<file path="src/rtl/uart_fifo_if.sv">
// Bundles the FIFO's request, data and status signals into one interface.
// The master side issues writes, reads and error clears; the slave side is
// the FIFO, which returns popped data and occupancy/error status.
interface uart_fifo_if #(
  parameter int DATA_WIDTH = 8,
  parameter int ADDR_WIDTH = 4
);

  logic                  wr;
  logic [DATA_WIDTH-1:0] w_data;
  logic                  rd;
  logic                  clr_err;
  logic [DATA_WIDTH-1:0] r_data;
  logic                  r_valid;
  logic                  full;
  logic                  empty;
  logic                  almost_full;
  logic                  almost_empty;
  logic [ADDR_WIDTH:0]   count;
  logic                  overflow;
  logic                  underflow;

  modport master (
    output wr, w_data, rd, clr_err,
    input  r_data, r_valid, full, empty, almost_full, almost_empty,
           count, overflow, underflow
  );

  modport slave (
    input  wr, w_data, rd, clr_err,
    output r_data, r_valid, full, empty, almost_full, almost_empty,
           count, overflow, underflow
  );

endinterface

</file>
<file path="src/rtl/uart_fifo.sv">
// Synchronous single-clock FIFO for buffering UART bytes.
// Read data is registered: a word popped at one edge is presented with
// r_valid high during the following cycle. All status flags are decoded
// from the registered occupancy count, so no input reaches an output
// combinationally. Overflow/underflow are sticky until clr_err.
module uart_fifo #(
  parameter int DATA_WIDTH = 8,
  parameter int ADDR_WIDTH = 4,
  parameter int AF_LEVEL   = (2 ** ADDR_WIDTH) - 2,
  parameter int AE_LEVEL   = 1
) (
  input logic        clk,
  input logic        reset,
  uart_fifo_if.slave bus
);

  localparam int DEPTH = 2 ** ADDR_WIDTH;
  localparam logic [ADDR_WIDTH:0] DEPTH_CNT = (ADDR_WIDTH + 1)'(DEPTH);
  localparam logic [ADDR_WIDTH:0] AF_CNT    = (ADDR_WIDTH + 1)'(AF_LEVEL);
  localparam logic [ADDR_WIDTH:0] AE_CNT    = (ADDR_WIDTH + 1)'(AE_LEVEL);

  logic [DATA_WIDTH-1:0] mem [DEPTH];
  logic [ADDR_WIDTH-1:0] wp;
  logic [ADDR_WIDTH-1:0] rp;
  logic [ADDR_WIDTH:0]   count;
  logic [DATA_WIDTH-1:0] r_data;
  logic                  r_valid;
  logic                  overflow;
  logic                  underflow;

  logic full_flag;
  logic empty_flag;
  logic rd_accept;
  logic wr_accept;
  logic overflow_event;
  logic underflow_event;

  // Occupancy flags come straight from the count register.
  assign full_flag  = (count == DEPTH_CNT);
  assign empty_flag = (count == '0);

  // A read needs a stored word; a write needs space, or a read in the
  // same cycle that frees the slot (full + wr + rd keeps count at DEPTH).
  // On an empty FIFO the read is rejected even if a write arrives, so
  // there is no write-through bypass.
  assign rd_accept       = bus.rd & ~empty_flag;
  assign wr_accept       = bus.wr & (~full_flag | rd_accept);
  assign overflow_event  = bus.wr & ~wr_accept;
  assign underflow_event = bus.rd & ~rd_accept;

  // Storage array: no reset needed, only written locations are ever read.
  always_ff @(posedge clk) begin
    if (!reset && wr_accept) begin
      mem[wp] <= bus.w_data;
    end
  end

  // Pointers and occupancy; pointers wrap naturally at DEPTH-1.
  always_ff @(posedge clk) begin
    if (reset) begin
      wp    <= '0;
      rp    <= '0;
      count <= '0;
    end else begin
      if (wr_accept) begin
        wp <= wp + 1'b1;
      end
      if (rd_accept) begin
        rp <= rp + 1'b1;
      end
      case ({wr_accept, rd_accept})
        2'b10:   count <= count + 1'b1;
        2'b01:   count <= count - 1'b1;
        default: count <= count;
      endcase
    end
  end

  // Registered read port: r_data holds its value unless a pop occurs.
  always_ff @(posedge clk) begin
    if (reset) begin
      r_data  <= '0;
      r_valid <= 1'b0;
    end else begin
      r_valid <= rd_accept;
      if (rd_accept) begin
        r_data <= mem[rp];
      end
    end
  end

  // Sticky error flags; a new error in the clearing cycle wins over clr_err.
  always_ff @(posedge clk) begin
    if (reset) begin
      overflow  <= 1'b0;
      underflow <= 1'b0;
    end else begin
      if (overflow_event) begin
        overflow <= 1'b1;
      end else if (bus.clr_err) begin
        overflow <= 1'b0;
      end
      if (underflow_event) begin
        underflow <= 1'b1;
      end else if (bus.clr_err) begin
        underflow <= 1'b0;
      end
    end
  end

  assign bus.r_data       = r_data;
  assign bus.r_valid      = r_valid;
  assign bus.count        = count;
  assign bus.full         = full_flag;
  assign bus.empty        = empty_flag;
  assign bus.almost_full  = (count >= AF_CNT);
  assign bus.almost_empty = (count <= AE_CNT);
  assign bus.overflow     = overflow;
  assign bus.underflow    = underflow;

endmodule

</file>
<file path="src/flat_wrapper.sv">
// flat-port wrapper written by rule: the top's interface ports become plain ports
module uart_fifo_flat 
#(
  parameter int DATA_WIDTH = 8,
  parameter int ADDR_WIDTH = 4,
  parameter int AF_LEVEL   = (2 ** ADDR_WIDTH) - 2,
  parameter int AE_LEVEL   = 1
)
  (clk, reset, bus_wr, bus_w_data, bus_rd, bus_clr_err, bus_r_data, bus_r_valid, bus_full, bus_empty, bus_almost_full, bus_almost_empty, bus_count, bus_overflow, bus_underflow);
  uart_fifo_if #(.DATA_WIDTH(DATA_WIDTH), .ADDR_WIDTH(ADDR_WIDTH)) bus_i ();
  input logic clk;
  input logic reset;
  input wire logic [$bits(bus_i.wr)-1:0] bus_wr;
  input wire logic [$bits(bus_i.w_data)-1:0] bus_w_data;
  input wire logic [$bits(bus_i.rd)-1:0] bus_rd;
  input wire logic [$bits(bus_i.clr_err)-1:0] bus_clr_err;
  output wire logic [$bits(bus_i.r_data)-1:0] bus_r_data;
  output wire logic [$bits(bus_i.r_valid)-1:0] bus_r_valid;
  output wire logic [$bits(bus_i.full)-1:0] bus_full;
  output wire logic [$bits(bus_i.empty)-1:0] bus_empty;
  output wire logic [$bits(bus_i.almost_full)-1:0] bus_almost_full;
  output wire logic [$bits(bus_i.almost_empty)-1:0] bus_almost_empty;
  output wire logic [$bits(bus_i.count)-1:0] bus_count;
  output wire logic [$bits(bus_i.overflow)-1:0] bus_overflow;
  output wire logic [$bits(bus_i.underflow)-1:0] bus_underflow;
  assign bus_i.wr = bus_wr;
  assign bus_i.w_data = bus_w_data;
  assign bus_i.rd = bus_rd;
  assign bus_i.clr_err = bus_clr_err;
  assign bus_r_data = bus_i.r_data;
  assign bus_r_valid = bus_i.r_valid;
  assign bus_full = bus_i.full;
  assign bus_empty = bus_i.empty;
  assign bus_almost_full = bus_i.almost_full;
  assign bus_almost_empty = bus_i.almost_empty;
  assign bus_count = bus_i.count;
  assign bus_overflow = bus_i.overflow;
  assign bus_underflow = bus_i.underflow;
  uart_fifo #(.DATA_WIDTH(DATA_WIDTH), .ADDR_WIDTH(ADDR_WIDTH), .AF_LEVEL(AF_LEVEL), .AE_LEVEL(AE_LEVEL)) u_core (.clk(clk), .reset(reset), .bus(bus_i));
endmodule
</file>
<file path="config.mk">
export PLATFORM = sky130hd
export DESIGN_NAME = uart_fifo_flat
export DESIGN_NICKNAME = d
export VERILOG_FILES = /design/src/rtl/uart_fifo_if.sv /design/src/rtl/uart_fifo.sv /design/src/flat_wrapper.sv
export SDC_FILE = /design/constraint.sdc
export NUM_CORES = 1
export LEC_CHECK = 0
export CAP_MARGIN = 20
export CORE_UTILIZATION = 60
export DETAILED_ROUTE_END_ITERATION = 12
export PLACE_DENSITY_LB_ADDON = 0.08
export SLEW_MARGIN = 0
export SYNTH_ARGS = -nofsm -noshare
export SYNTH_HDL_FRONTEND = slang
export SYNTH_SLANG_ARGS = --single-unit
</file>
<file path="constraint.sdc">
create_clock -name clk -period 7.3 [get_ports clk]
set_clock_uncertainty 0.15 [all_clocks]
set_input_delay 1.46 -clock clk [delete_from_list [all_inputs] [get_ports clk]]
set_output_delay 1.46 -clock clk [all_outputs]
set_load 0.05 [all_outputs]
</file>
==> reports/metrics.yaml <==
status: "completed"
synth_common_cells: "edfxtp_1, mux4_2, nor2_1"
synth_cell_type_count: 39
yosysTopAreaCell: "edfxtp_1"
clk_latency_ns: 0.54
routabilityCongestion: 0.771
clock_path_buffers: 2
ys_warn_count: 0
worstHoldPathType: "reg2reg"
reg2reg_depth: 6
rr_endpoint: "u_core.mem[10][5]$_DFFE_PP_"
post_synth.cell_area_avg_um2: 18.5
crit_type: "reg2out"
hold_end: "u_core.bus.r_data[7]$_SDFFE_PP0P_"
cts_tree: "done"
max_freq_mhz: 234
slew_viol_final: 0
synthesis.area_mm2: 0.00619
grt_pass1_vias: 3212
worstPathRequired_ns: 5.69
post_cts_buffers: 0
finalHoldViolCount: 0
start_kind: "flip-flop"
p_leak_nw: 2.29
finalSetupViolations: 0
grt.overflow.total: 0
yosysSeqAreaShare_pct: 69.9
ios: 33
timing.rr.start: "u_core.bus.count[0]$_SDFFE_PP0P_"
dp_hpwl_mm: 7.82
htreeDepth: 4
hold-worst-slack_ns: 0.381
maxCapViolations: 0
tightest_slew_ns: 0.898
drc: 0
synthFlopType: "edfxtp_1"
fin_crit_ns: 4.28
vias: 3060
drive_gt1_share_pct: 19.9
cp_max_fo: 7
rows: 36
drtIter0Drc: 260
nFillCells: 595
path_clk_slew_ns: 0.06
numCtsBuffers: 17
cts.sinks: 152
ys_top_cells_by_area: "edfxtp_1, mux4_2, dfxtp_1"
start_util_pct: 62.7
r2r_slack_ns: 4.54
grt_pass1_wl_mm: 18.7
rsz0062_at_grt: "no"
avgRoutedWirePerCell_um: 23.1
drt-total-wl_mm: 12.0
post_cts_resized: 0
max_slew_margin_pct: 39.9
power.density_mw_per_mm2: 331
antenna_found_initial: 0
synth_seq_cells: 152
firstDrtPassIters: 4
crit_path_end_kind: "primary output"
die_y_um: 104
die_w_um: 104
via_per_inst: 5.90
yosysMostFrequentCell: "edfxtp_1"
diodes: 0
min-delay-start: "u_core.bus.r_data[7]$_SDFFE_PP0P_"
core_mm2: 0.00986
async_flop_share_pct: 0
synth_edf_count: 128
fin_crit_sh_pct: 58.6
cts-root-buf: "clkbuf_8"
cp.arrival_ns: 2.67
syn-num-nets: 359
synth_top_area_share_pct: 62.1
multi_input_area_mm2: 0.00170
grt_max_degree: 36
portBuffers: 32
num-nets-final: 397
grtUsageTotal_pct: 25.0
holdPathStages: 2
syn_to_final_growth_pct: 14.8
dieArea_mm2: 0.0107
ant_nets: 0
postSynthCellCount: 335
setup_tns_ns: 0
hold_buffers: 0
ir_worst_vdd_v: 0.000283
regArea_mm2: 0.00433
-- cell type report --
cell class,count,area share [%]
sequential,152,60.9
multi-input combinational,158,24.0
clock buffer,20,5.99
timing repair buffer,36,5.21
tap,133,2.34
clock inverter,12,1.20
inverter,8,0.423
-- sequential cells by signal, summed over array words and instances (netlist names) --
| name | cells |
|---|---|
| u_core.bus.count | 5 |
| u_core.bus.r_data | 8 |
| u_core.bus.r_valid | 1 |
| u_core.mem | 128 |
| u_core.rp | 4 |
| u_core.wp | 4 |
| u_core.bus.overflow | 1 |
| u_core.bus.underflow | 1 |
-- placed cells by master (no fill, tap or decap), drive strengths merged, types with 3 or more instances in the layout --
cell             n
xor2             4
inv              8
nand2            8
or3              4
dfxtp           24
clkinv           9
mux2i           18
buf              4
mux4            32
clkbuf          20
edfxtp         128
clkdlybuf4s50   32
a21oi            8
nor2            30
ha              11
o221ai           8
nor2b            3
xnor2            4
nand3b           9
-- worst max path at each step --
stage | from | endpoint | slack, ns
6_report | u_core.bus.count[1]$_SDFFE_PP0P_ | bus_empty | 3.02
2_1_floorplan | u_core.bus.count[0]$_SDFFE_PP0P_ | bus_almost_empty | 3.25
3_5_place_dp | bus_rd | u_core.bus.count[3]$_SDFFE_PP0P_ | 3.47
5_1_grt | u_core.bus.count[0]$_SDFFE_PP0P_ | bus_empty | 2.90
3_3_place_gp | bus_rd | u_core.mem[14][1]$_DFFE_PP_ | 3.51
4_1_cts | u_core.bus.count[0]$_SDFFE_PP0P_ | bus_empty | 3.01
-- power by group --
| part | switching, W | total [W] | internal (W) |
|---|---|---|---|
| registers | 0.0000442 | 0.00102 | 0.000978 |
| clock network | 0.000324 | 0.000766 | 0.000443 |
| logic | 0.000337 | 0.000562 | 0.000225 |
| total | 0.000704 | 0.00235 | 0.00165 |
-- cells by family after synthesis --
logic type | share of synthesized area [%]
AO/OA/AOI/OAI | 3.30
adder cells (fa/ha/maj) | 2.22
flip-flops | 69.9
multiplexers | 14.7
buffers and inverters | 2.59
AND/OR/NAND/NOR | 6.13
XOR/XNOR | 1.13
-- critical path: stages (launching register included) --
cell and delay [ns]:
dfxtp_1 0.37, inv_1 0.17, ha_1 0.19, or4b_4 0.50
inv_1 0.09, clkdlybuf4s50_1 0.80
-- per-stage QoR --
step                power (W)  area [um^2]  utilization (%)  std cells  setup slack, ns
finish                0.00235         7110             72.0        519             3.02
global route          0.00244         7110             72.0        519             2.90
CTS                   0.00236         7110             72.0        519             3.01
detailed placement    0.00160         6600             66.9        487             3.47
global placement      0.00158         6570             66.6        486             3.51
floorplan             0.00145         6190                -        335             3.25
-- per-layer routing --
layer	vias up	track usage, %	wire (um)
met1	1556	33.8	5060
met3	16	7.24	779
met4	0	10.1	188
met5	-	0	0
met2	91	38.4	5940
li1	1397	-	-
Power figures use the tool's default switching activity.
